--- src/rtl/jtopl_mmr.sv ---
// jtopl_mmr: CPU-side register write decoder for the OPL core.
// Detects port writes, latches the OPL2 global registers and holds each
// operator/channel update for a full slot round so the register stage
// sees it on its matching slot.
module jtopl_mmr #(
  parameter int HOLD = 24
) (
  input  logic       i_clk,
  input  logic       i_rst_n,
  input  logic       i_cen,
  input  logic [7:0] i_din,
  input  logic       i_addr,
  input  logic       i_cs_n,
  input  logic       i_wr_n,
  output logic [7:0] o_reg_din,
  output logic [1:0] o_sel_group,
  output logic [2:0] o_sel_sub,
  output logic       o_write,
  output logic       o_up_mult,
  output logic       o_up_ksl_tl,
  output logic       o_up_ar_dr,
  output logic       o_up_sl_rr,
  output logic       o_up_wav,
  output logic       o_up_fnumlo,
  output logic       o_up_fnumhi,
  output logic       o_up_fbcon,
  output logic       o_busy,
  output logic       o_wave_mode,
  output logic       o_csm,
  output logic       o_note_sel,
  output logic       o_am_dep,
  output logic       o_vib_dep,
  output logic       o_rhy_en,
  output logic [4:0] o_rhy_kon,
  output logic [7:0] o_value_A,
  output logic [7:0] o_value_B,
  output logic       o_load_A,
  output logic       o_load_B,
  output logic       o_flagen_A,
  output logic       o_flagen_B,
  output logic       o_clr_flag
);

  typedef enum logic { S_IDLE, S_HOLD } state_t;

  state_t      r_state, w_state_nx;
  logic [4:0]  r_cnt, w_cnt_nx;
  logic        r_armed, w_armed_nx;
  logic [7:0]  r_up, w_up_nx;     // {mult,ksl_tl,ar_dr,sl_rr,wav,fnumlo,fnumhi,fbcon}
  logic [1:0]  r_grp, w_grp_nx;
  logic [2:0]  r_sub, w_sub_nx;
  logic [7:0]  r_sel_addr;
  logic        r_wr_prev;

  logic        w_wr, w_acc, w_acc_addr, w_acc_data;
  logic        w_op_ok, w_ch_ok, w_slot_wr;
  logic [7:0]  w_up_dec;
  logic [1:0]  w_grp_dec;
  logic [2:0]  w_sub_dec;

  // Strobe edge detect: a held-low strobe counts as one write
  assign w_wr       = !i_cs_n && !i_wr_n;
  assign w_acc      = w_wr && !r_wr_prev;
  assign w_acc_addr = w_acc && !i_addr;
  assign w_acc_data = w_acc &&  i_addr;

  // Decode the latched address into a per-slot target
  always_comb begin
    w_op_ok   = 1'b0;
    w_ch_ok   = 1'b0;
    w_up_dec  = 8'd0;
    w_grp_dec = 2'd0;
    w_sub_dec = 3'd0;
    // operator ranges: 18 slots laid out as 3 groups of 6 with holes
    if (r_sel_addr[2:0] <= 3'd5 && r_sel_addr[4:3] != 2'd3) begin
      w_grp_dec = r_sel_addr[4:3];
      w_sub_dec = r_sel_addr[2:0];
      w_op_ok   = 1'b1;
      case (r_sel_addr[7:5])
        3'd1:    w_up_dec = 8'b1000_0000;
        3'd2:    w_up_dec = 8'b0100_0000;
        3'd3:    w_up_dec = 8'b0010_0000;
        3'd4:    w_up_dec = 8'b0001_0000;
        3'd7:    w_up_dec = 8'b0000_1000;
        default: w_op_ok  = 1'b0;
      endcase
    end
    // channel ranges: 9 channels folded into 3 groups of 3 (0xBD is n=13, rejected)
    if (!w_op_ok && r_sel_addr[3:0] <= 4'd8) begin
      w_ch_ok = 1'b1;
      case (r_sel_addr[7:4])
        4'hA:    w_up_dec = 8'b0000_0100;
        4'hB:    w_up_dec = 8'b0000_0010;
        4'hC:    w_up_dec = 8'b0000_0001;
        default: w_ch_ok  = 1'b0;
      endcase
      case (r_sel_addr[3:0])
        4'd0, 4'd1, 4'd2: begin w_grp_dec = 2'd0; w_sub_dec = 3'(r_sel_addr[3:0]);        end
        4'd3, 4'd4, 4'd5: begin w_grp_dec = 2'd1; w_sub_dec = 3'(r_sel_addr[3:0] - 4'd3); end
        default:          begin w_grp_dec = 2'd2; w_sub_dec = 3'(r_sel_addr[3:0] - 4'd6); end
      endcase
    end
  end

  assign w_slot_wr = w_acc_data && (w_op_ok || w_ch_ok);

  // Hold FSM next state: a new per-slot write always reloads (last write wins).
  // The first cen after a load only aligns to the slot clock, then HOLD ticks run.
  always_comb begin
    w_state_nx = r_state;
    w_cnt_nx   = r_cnt;
    w_armed_nx = r_armed;
    w_up_nx    = r_up;
    w_grp_nx   = r_grp;
    w_sub_nx   = r_sub;
    if (w_slot_wr) begin
      w_state_nx = S_HOLD;
      w_cnt_nx   = 5'(HOLD - 1);
      w_armed_nx = 1'b0;
      w_up_nx    = w_up_dec;
      w_grp_nx   = w_grp_dec;
      w_sub_nx   = w_sub_dec;
    end else if (r_state == S_HOLD && i_cen) begin
      if (!r_armed) begin
        w_armed_nx = 1'b1;
      end else if (r_cnt == 5'd0) begin
        w_state_nx = S_IDLE;
        w_up_nx    = 8'd0;
      end else begin
        w_cnt_nx = r_cnt - 5'd1;
      end
    end
  end

  // Hold FSM state register
  always_ff @(posedge i_clk or negedge i_rst_n) begin
    if (!i_rst_n) begin
      r_state <= S_IDLE;
      r_cnt   <= 5'd0;
      r_armed <= 1'b0;
      r_up    <= 8'd0;
      r_grp   <= 2'd0;
      r_sub   <= 3'd0;
    end else begin
      r_state <= w_state_nx;
      r_cnt   <= w_cnt_nx;
      r_armed <= w_armed_nx;
      r_up    <= w_up_nx;
      r_grp   <= w_grp_nx;
      r_sub   <= w_sub_nx;
    end
  end

  // Bus capture: edge detector, address latch, data byte and one-clk pulses
  always_ff @(posedge i_clk or negedge i_rst_n) begin
    if (!i_rst_n) begin
      r_wr_prev  <= 1'b0;
      r_sel_addr <= 8'd0;
      o_reg_din  <= 8'd0;
      o_write    <= 1'b0;
      o_clr_flag <= 1'b0;
    end else begin
      r_wr_prev  <= w_wr;
      o_write    <= w_acc_data;
      o_clr_flag <= w_acc_data && r_sel_addr == 8'h04 && i_din[7];
      if (w_acc_addr) r_sel_addr <= i_din;
      if (w_acc_data) o_reg_din  <= i_din;
    end
  end

  // Global registers, exported as levels
  always_ff @(posedge i_clk or negedge i_rst_n) begin
    if (!i_rst_n) begin
      o_wave_mode <= 1'b0;
      o_csm       <= 1'b0;
      o_note_sel  <= 1'b0;
      o_am_dep    <= 1'b0;
      o_vib_dep   <= 1'b0;
      o_rhy_en    <= 1'b0;
      o_rhy_kon   <= 5'd0;
      o_value_A   <= 8'd0;
      o_value_B   <= 8'd0;
      o_load_A    <= 1'b0;
      o_load_B    <= 1'b0;
      o_flagen_A  <= 1'b0;
      o_flagen_B  <= 1'b0;
    end else if (w_acc_data) begin
      case (r_sel_addr)
        8'h01: o_wave_mode <= i_din[5];
        8'h02: o_value_A   <= i_din;
        8'h03: o_value_B   <= i_din;
        8'h04: begin
          o_load_A   <= i_din[0];
          o_load_B   <= i_din[1];
          o_flagen_A <= ~i_din[6];
          o_flagen_B <= ~i_din[5];
        end
        8'h08: begin
          o_csm      <= i_din[7];
          o_note_sel <= i_din[6];
        end
        8'hBD: begin
          o_am_dep   <= i_din[7];
          o_vib_dep  <= i_din[6];
          o_rhy_en   <= i_din[5];
          o_rhy_kon  <= i_din[4:0];
        end
        default: ;
      endcase
    end
  end

  assign o_busy      = (r_state == S_HOLD);
  assign o_sel_group = r_grp;
  assign o_sel_sub   = r_sub;
  assign {o_up_mult, o_up_ksl_tl, o_up_ar_dr, o_up_sl_rr,
          o_up_wav, o_up_fnumlo, o_up_fnumhi, o_up_fbcon} = r_up;

endmodule
--- config.mk ---
export PLATFORM = sky130hd
export DESIGN_NAME = jtopl_mmr
export DESIGN_NICKNAME = d
export VERILOG_FILES = /design/src/rtl/jtopl_mmr.sv
export SDC_FILE = /design/constraint.sdc
export NUM_CORES = 1
export LEC_CHECK = 0
export ABC_AREA = 0
export BUFFER_PORTS_ARGS = -buffer_cell sky130_fd_sc_hd__buf_2
export CORE_UTILIZATION = 56
export CTS_BUF_LIST = sky130_fd_sc_hd__clkbuf_2 sky130_fd_sc_hd__clkbuf_4 sky130_fd_sc_hd__clkbuf_8
export DETAILED_ROUTE_END_ITERATION = 16
export PLACE_DENSITY = 0.82
export SLEW_MARGIN = 20
export SYNTH_ARGS = -nofsm -noshare
export SYNTH_HDL_FRONTEND = slang
export SYNTH_SLANG_ARGS = --single-unit
export TNS_END_PERCENT = 100
--- constraint.sdc ---
create_clock -name i_clk -period 2.7 [get_ports i_clk]
set_input_delay 0.54 -clock i_clk [delete_from_list [all_inputs] [get_ports i_clk]]
set_output_delay 0.54 -clock i_clk [all_outputs]
set_load 0.005 [all_outputs]
Yosys cells after proc, flatten, opt, wreduce, memory -nomap -nowiden
Index checks and enable logic that the tools add are counted.
{ "totals": {"register_bits": 70, "elab_cells": 113} }
{ "op_classes": {"addsub": 3, "order_cmp": 2, "eq_ne": 21, "n_mux": 28, "n_bitwise": 2, "reduce_logical": 33} }
{ "op_table": {"columns": ["op", "count"], "rows": [
  ["$mux W8", 6],
  ["$pmux W8 S5", 1],
  ["$pmux W8 S3", 1],
  ["$mux W5", 4],
  ["$eq A8 B2 Y1 const B", 2],
  ["$eq A4 B4 Y1 const B", 3],
  ["$reduce_and A2 Y1", 6],
  ["$logic_and A1 B1 Y1", 10],
  ["$mux W1", 10],
  ["$reduce_or A3 Y1", 3],
  ["$eq A4 B2 Y1 const B", 2],
  ["$eq A4 B3 Y1 const B", 2],
  ["$eq A8 B1 Y1 const B", 1],
  ["$eq A8 B3 Y1 const B", 1],
  ["$eq A8 B4 Y1 const B", 1],
  ["$eq A8 B8 Y1 const B", 1],
  ["$eq A3 B2 Y1 const B", 2],
  ["$eq A3 B3 Y1 const B", 2],
  ["$mux W3", 2],
  ["$pmux W3 S2", 1],
  ["$reduce_and A3 Y1", 2],
  ["$reduce_bool A2 Y1", 3],
  ["$logic_not A1 Y1", 5],
  ["$logic_not A5 Y1", 1],
  ["other kinds (14)", 17]
]} }

Depth between registers and ports, before layout
Gate-level depths: netlist of the first run.
{ "logic_depth": {"ltp_word": 11, "mapped_depth": 8, "mapped_depth_nobuf": 7} }

Least setup slack after synthesis of the first run
No wires, ideal clock.
{ "synth_path": {"path_kind": "in2reg", "from": "input i_wr_n", "to": "register o_load_A", "arrival_ns": 1.906, "required_ns": 2.572, "path_slack_ns": 0.666, "path_stages": 5, "n_path_buf": 1, "path_cell_list": "nor4b_4 -> and3_1 -> or3b_1 -> clkbuf_1 -> mux2_1"} }
{ "synth_between": {"elab_chain_len": 5} }
{ "synth_rtl": {"columns": ["element", "line_no", "rtl"], "rows": [
  ["from (decl)", "14", "input logic i_wr_n,"],
  ["$logic_not A1 Y1", "62", "assign w_wr = !i_cs_n && !i_wr_n;"],
  ["$logic_and A1 B1 Y1", "62", null],
  ["$logic_and A1 B1 Y1", "63", "assign w_acc = w_wr && !r_wr_prev;"],
  ["$logic_and A1 B1 Y1", "65", "assign w_acc_data = w_acc && i_addr;"],
  ["$reduce_and A2 Y1 (no source line)", null, null],
  ["to (signal assigned)", "193", "o_load_A <= i_din[0];"],
  ["to (decl)", "37", "output logic o_load_A,"]
]} }
No other way between the ends.
A chain may end at the register's enable or synchronous reset.

Worst setup path in the final report of the first run
{ "layout_path": {"from": "register r_sel_addr[2]", "to": "register r_up[7]"} }
{ "layout_between": {"elab_chain_len": 10, "word_cells_on_any_way": 17} }
{ "layout_rtl": {"columns": ["element", "line_no", "rtl"], "rows": [
  ["from (decl)", "52", "logic [7:0] r_sel_addr;"],
  ["from (signal assigned)", "166", "if (w_acc_addr) r_sel_addr <= i_din;"],
  ["$le A3 B3 Y1", "75", "if (r_sel_addr[2:0] <= 3'd5 && r_sel_addr[4:3] != 2'd3) begin"],
  ["$logic_and A1 B1 Y1", "75", null],
  ["$mux W1", "75", null],
  ["$logic_not A1 Y1", "89", "if (!w_op_ok && r_sel_addr[3:0] <= 4'd8) begin"],
  ["$logic_and A1 B1 Y1", "89", null],
  ["$mux W1", "89", null],
  ["$logic_or A1 B1 Y1", "105", "assign w_slot_wr = w_acc_data && (w_op_ok || w_ch_ok);"],
  ["$logic_and A1 B1 Y1", "105", null],
  ["$reduce_bool A2 Y1 (no source line)", null, null],
  ["$reduce_and A3 Y1 (no source line)", null, null],
  ["to (signal assigned)", "148", "r_up <= w_up_nx;"],
  ["to (decl)", "49", "logic [7:0] r_up, w_up_nx;"]
]} }
Several ways; a longest one is shown, not always the timed one.

==> impl_metrics.toml, run 1 <==
[synth]
ys_top_cells_by_area = "dfrtp_1 57%, mux2_2 14%, ha_1 2.8%"
synth-seq-area-share_pct = 56.8
ys.flop_type = "dfrtp_1"
netlist_instances = 254
synth_edf_count = 0
ys_types = 43
syn_area_per_cell_um2 = 12.1
synth_seq_cells = 70
synth_top_area_share_pct = 56.8
yosys.area.top_type = "dfrtp_1"
synth_area_um2 = 3080
synth_fp_nets = 275
yosysWarnings = 0
synthArstFlopShare_pct = 100

[critical_path]
crit_type = "flop to flop"
crit_slowest_cell = "dfrtp_1"
reg2reg_depth = 6
start_kind = "flop"
arrival_ns = 2.41
crit_start = "r_sel_addr[2]$_DFFE_PN0P_"
crit_chain = "ha_1 > a21oi_1 > o211a_1 > o21ai_1 > and2_1 > a22o_1"
rrSetupSlack_ns = 0.52
r2r_end = "r_up[7]$_DFFE_PN0P_"
cpPeakStageDelay_ns = 0.51
crit_end = "r_up[7]$_DFFE_PN0P_"
critPathBufInv = 0
end_kind = "flop"
crit_fanout = 12
required_ns = 2.93
crit-reg2reg-launch = "r_sel_addr[2]$_DFFE_PN0P_"
cp_top_family = "compound AO/OA/AOI/OAI gates"
crit_cells = 6

[clock_tree]
cts_hold_buffers = 0
max-clock-path-buffers = 2
worst_skew_pair.late_latency_ns = 0.35
cts_root_buf = "clkbuf_8"
numCtsBuffers = 9
cts_setup_buffers = 0
cts_resized = 0
path_clk_slew_ns = 0.07
htree_levels = 3
clock_sinks = 70
cts_tree = "done"

[floorplan]
die_y_um = 76.2
fp.dieW_um = 76.2
row_count = 26
fp.dieArea_um2 = 5800
start_util_pct = 59.2
io_pins = 69
coreArea_um2 = 5200

[sta]
fmax_mhz = 459
fin_skew_ns = 0.0106
rsz0062_at_grt = "no"
fin_tns_setup_ns = 0
finalCritPeriodShare_pct = 80.7
setup_viol = 0
drv_slew = 0
finalCriticalPeriod_ns = 2.18
finalHoldViolCount = 0
slew_headroom_pct = 50.2
hold-worst-slack_ns = 0.258
worst_pin_slew_ns = 0.747
fin_ws_ns = 0.522

[finish]
fill_cells = 374
nNetsFinal = 350
final_cell_mix = "70 x dfrtp_1, 68 x buf_2, 39 x mux2_2"
antenna_cells = 0
drive_gt1_share_pct = 40.7
final_common_cell = "dfrtp_1"
syn2layout_area_growth_pct = 22.1

[pwr]
p_total_mw = 3.04
pwr_density_cell_nw_per_um2 = 809
vdd_drop_max_uv = 489
p_leak_nw = 1.95

[global_routing]
grt_max_degree = 35
grt.overflow.total = 0
grt_pass1_wl_um = 10600
antenna_found_initial = 0
grt_pass1_vias = 2149
grtUsageTotal_pct = 24.0

[placement]
hpwlAfterDp_um = 4500
gp_congestion = 0.863
preCtsSetupSlack_ns = 0.519
portBuffers = 68

[drt]
drt_wl_total_um = 6320
dr.pass1.iters = 4
route.detailed.drc = 0
ant_nets = 0
viasPerCell = 5.44
drt_iter0_drc = 66
wl_per_cell_um = 15.6
vias = 2197

[run]
cap_violations = 0

[outcome]
status = "completed"

[hold_path]
hold_class = "input pin to asynchronous set/reset pin"
layout make-up:
cell class | count | area [µm²] | share of cell area [%]
Sequential cell | 70 | 1750 | 46.6
Timing Repair Buffer | 75 | 393 | 10.4
Clock buffer | 13 | 173 | 4.59
Inverter | 7 | 26.3 | 0.698
Clock inverter | 3 | 65.1 | 1.73
Multi-Input combinational cell | 166 | 1270 | 33.7
Tap cell | 70 | 87.6 | 2.33
metrics by stage:
stage                     util, %  cell area (µm²)  instances
after CTS                    72.3             3760        404
after global placement       67.7             3520        388
after detailed placement     67.7             3520        388
after global routing         72.3             3760        404
final                        72.3             3760        404
after floorplan                 -             3080        254
synthesized netlist by cell type (2+ instances only):
cell	count
mux2_2	39
nand2b_1	3
nor2b_1	2
mux2_1	3
a21o_1	4
a21oi_1	5
a32o_1	2
and2_1	2
nand2_1	23
nand2_2	2
a31oi_1	2
nand3_1	5
o21a_1	2
inv_1	7
or3b_1	2
dfrtp_1	70
nor3_1	5
nor4_1	4
o21ai_0	12
o21bai_1	2
clkbuf_1	9
buf_2	2
xor2_1	4
nand4_1	2
a22o_1	3
ha_1	7
nor2_1	15
registers in the layout (all words and copies together) (netlist names), 2 cells and up:
signal and cells:
o_reg_din 8, o_sel_sub 3, o_value_A 8, o_rhy_kon 5
r_cnt 5, r_sel_addr 8, r_up 8, o_sel_group 2
o_value_B 8
where the power goes:
group	internal [mW]	switching (mW)	total [mW]
registers	1.23	0.158	1.39
clock network	0.605	0.371	0.975
logic	0.333	0.345	0.678
total	2.17	0.874	3.04
cell families (layout without fill, tap and decap cells):
logic type / count (synthesis) / after routing / share of synthesized area (%)
buf+inv: 18 / 98 / 2.27
fa+ha+maj: 7 / 7 / 2.84
flops: 70 / 70 / 56.8
xor+xnor: 5 / 5 / 1.42
mux: 43 / 43 / 15.7
simple gates: 72 / 72 / 12.3
compound gates: 39 / 39 / 8.65
how the worst min path moves through the flow:
stage	start	endpoint	slack [ns]	depth (start not counted)
2_1_floorplan	i_rst_n	o_am_dep$_DFFE_PN0P_	0.24	0
3_3_place_gp	o_flagen_B$_DFFE_PN0P_	o_flagen_B$_DFFE_PN0P_	0.46	2
3_5_place_dp	r_up[2]$_DFFE_PN0P_	r_up[2]$_DFFE_PN0P_	0.47	1
4_1_cts	i_rst_n	o_am_dep$_DFFE_PN0P_	0.27	1
5_1_grt	i_rst_n	r_sel_addr[2]$_DFFE_PN0P_	0.32	1
6_report	i_rst_n	r_sel_addr[3]$_DFFE_PN0P_	0.26	1
routing by layer:
layer | wire [µm] | GRT usage (%) | vias up
met4 | 231 | 15.2 | 0
met1 | 2840 | 30.8 | 1067
met3 | 278 | 5.39 | 20
met5 | 0 | 0 | -
li1 | - | - | 1046
met2 | 2970 | 37.1 | 64
Note: power is estimated with default switching activity, not from simulation.
==> inputs of run 2 (changes only) <==
--- a/config.mk
+++ b/config.mk
@@ -5,12 +5,12 @@
 export SDC_FILE = /design/constraint.sdc
 export NUM_CORES = 1
 export LEC_CHECK = 0
-export ABC_AREA = 0
+export ABC_AREA = 1
 export BUFFER_PORTS_ARGS = -buffer_cell sky130_fd_sc_hd__buf_2
-export CORE_UTILIZATION = 56
+export CORE_UTILIZATION = 51
 export CTS_BUF_LIST = sky130_fd_sc_hd__clkbuf_2 sky130_fd_sc_hd__clkbuf_4 sky130_fd_sc_hd__clkbuf_8
 export DETAILED_ROUTE_END_ITERATION = 16
-export PLACE_DENSITY = 0.82
+export PLACE_DENSITY = 0.79
 export SLEW_MARGIN = 20
 export SYNTH_ARGS = -nofsm -noshare
 export SYNTH_HDL_FRONTEND = slang
==> constraint.sdc (replaced) <==
create_clock -name i_clk -period 1.86 [get_ports i_clk]
set_input_delay 0.372 -clock i_clk [delete_from_list [all_inputs] [get_ports i_clk]]
set_output_delay 0.372 -clock i_clk [all_outputs]
set_load 0.005 [all_outputs]
==> run 2 against run 1 <==
Die area rose by 13%. Sequential share of layout area fell by 1.2 points. Via count rose by 20%. Critical path depth rose by 2. Highest routed layer unchanged. Hold slack got worse by 0.21 ns. First-iteration DRC count rose by 62%. Design area rose by 2.7%. Clock-buffer cell count fell by 2. Power rose by 52%. Flip-flop and latch count did not move.
==> impl_metrics.toml, run 2 <==
[global_routing]
grt_pass1_wl_um = 11400
grtUsageTotal_pct = 23.2
grt_pass1_vias = 2566
grt.overflow.total = 0
antenna_found_initial = 0
grt_max_degree = 71

[critical_path]
rrSetupSlack_ns = 0.11
r2r_end = "o_sel_group[1]$_DFFE_PN0P_"
required_ns = 2.09
crit_end = "o_sel_group[1]$_DFFE_PN0P_"
crit_type = "flop to flop"
crit_start = "r_sel_addr[1]$_DFFE_PN0P_"
end_kind = "flop"
crit_fanout = 13
arrival_ns = 1.98
reg2reg_depth = 8
start_kind = "flop"
crit-reg2reg-launch = "r_sel_addr[1]$_DFFE_PN0P_"

[floorplan]
io_pins = 69
fp.dieArea_um2 = 6570
row_count = 28
fp.dieW_um = 81.1
coreArea_um2 = 5990
die_y_um = 81.1
start_util_pct = 53.2

[synth]
synth_edf_count = 0
synth_seq_cells = 70
synth_fp_nets = 368
synth-seq-area-share_pct = 54.9
yosys.cell_count.top_type = "nand2_1"
ys_top_cells_by_area = "dfrtp_1 55%, nand2_1 11%, o21ai_0 7.5%"
yosys.area.top_type = "dfrtp_1"
yosysWarnings = 0
synthTopCellsByCount = "95 x nand2_1, 70 x dfrtp_1, 48 x o21ai_0"
ys_types = 30
synthArstFlopShare_pct = 100
syn_area_per_cell_um2 = 9.19
synth_top_area_share_pct = 54.9
synth_area_um2 = 3190
ys.flop_type = "dfrtp_1"
netlist_instances = 347

[hold_path]
hold_class = "input pin to asynchronous set/reset pin"

[placement]
gp_congestion = 0.895
hpwlAfterDp_um = 4800
portBuffers = 68

[finish]
nNetsFinal = 444
regArea_um2 = 1750
final_cell_mix = "94 x nand2_1, 68 x buf_2, 68 x dfrtp_1"
drive_gt1_share_pct = 28.5
antenna_cells = 0
fill_cells = 492
final_common_cell = "nand2_1"
multiInputGateArea_um2 = 1250
syn2layout_area_growth_pct = 21.1

[clock_tree]
clock_sinks = 70
max-clock-path-buffers = 2
path_clk_slew_ns = 0.08
cts_hold_buffers = 0
cts_tree = "done"
numCtsBuffers = 9
worst_skew_pair.late_latency_ns = 0.34
htree_levels = 3
cts_root_buf = "clkbuf_8"

[drt]
vias = 2634
viasPerCell = 5.24
dr.pass1.iters = 4
wl_per_cell_um = 13.9
route.detailed.drc = 0
ant_nets = 0
drt_iter0_drc = 107
drt_wl_total_um = 6980

[sta]
finalCriticalPeriod_ns = 1.75
finalHoldViolCount = 0
setup_viol = 0
fmax_mhz = 573
rsz0062_at_grt = "no"
fin_skew_ns = 0.0100
worst_pin_slew_ns = 0.521
fin_tns_setup_ns = 0
drv_slew = 0
slew_headroom_pct = 65.1
hold-worst-slack_ns = 0.0429
finalCritPeriodShare_pct = 93.9

[pwr]
p_leak_nw = 2.07
pwr_density_cell_nw_per_um2 = 1200
vdd_drop_max_uv = 668

[run]
cap_violations = 0

[outcome]
status = "completed"
-- run 2: changes by cell type in the layout (fill, tap and decap cells not counted), moves of 5 or more --
cell	delta
nand2_1	+71
mux2_2	-38
o21ai_0	+36
nand3_1	+27
inv_1	+21
o21ai_2	+9
nor2_1	-6
inv_2	+5
-- run 2: worst max-delay path: stages, from the launching register on --
cell and delay [ns]:
dfrtp_2 0.42, inv_1 0.11, ha_1 0.25, a21oi_2 0.22, o21ai_2 0.13, nand2_4 0.16, clkinvlp_4 0.17, nand2_1 0.11
nand2_1 0.05
-- run 2: worst min path at each step --
stage | startpoint | end | slack, ns | cells past startpoint
after CTS | i_rst_n | r_sel_addr[6]$_DFFE_PN0P_ | 0.06 | 2
after floorplan | i_rst_n | o_am_dep$_DFFE_PN0P_ | 0.08 | 0
after global routing | i_rst_n | o_wave_mode$_DFFE_PN0P_ | 0.08 | 2
final | i_rst_n | r_sel_addr[6]$_DFFE_PN0P_ | 0.04 | 2
after detailed placement | i_rst_n | r_up[6]$_DFFE_PN0P_ | 0.43 | 2
after global placement | i_rst_n | r_up[6]$_DFFE_PN0P_ | 0.42 | 2
-- run 2: per-stage QoR --
stage / worst slack (ns) / power, mW / util [%] / std cells / cell area (µm²)
after floorplan: 0.356 / 2.72 / - / 347 / 3190
after global placement: 0.172 / 3.10 / 60.0 / 485 / 3590
after detailed placement: 0.0747 / 3.14 / 60.0 / 485 / 3590
after CTS: 0.0461 / 4.64 / 64.1 / 501 / 3840
after global routing: 0.00327 / 4.92 / 64.5 / 503 / 3860
final: 0.113 / 4.63 / 64.5 / 503 / 3860
-- run 2: layout make-up --
type / instances / share of cell area, %
inverters: 34 / 3.40
clock inverters: 5 / 2.78
flip-flops and latches: 70 / 45.4
repair buffers: 73 / 10.1
well taps: 75 / 2.43
multi-input cells: 235 / 32.3
clock buffers: 11 / 3.59
-- run 2: per-layer routing --
metal	track usage, %	vias up	routed length (µm)
met5	0	-	0
met4	9.82	0	99
met3	5.39	9	369
met2	38.1	77	3270
met1	29.4	1257	3240
li1	-	1291	-
-- run 2: power breakdown --
group	internal [mW]	switching, mW	leakage (nW)
sequential	1.80	0.186	0.918
clock	0.926	0.569	0.125
combinational	0.454	0.694	1.03
total	3.18	1.45	2.07
-- run 2: what timing repair did --
item | in CTS | in global routing
resized for setup | 0 | 4
endpoints found under the setup margin | 0 | 8
buffers inserted | 0 | 1
-- run 2: cells by family after synthesis --
| logic type | synth area share (%) |
|---|---|
| compound gates | 11.1 |
| simple gates | 24.1 |
| buf+inv | 6.24 |
| fa+ha+maj | 2.75 |
| xor+xnor | 0.549 |
| flops | 54.9 |
| mux | 0.353 |
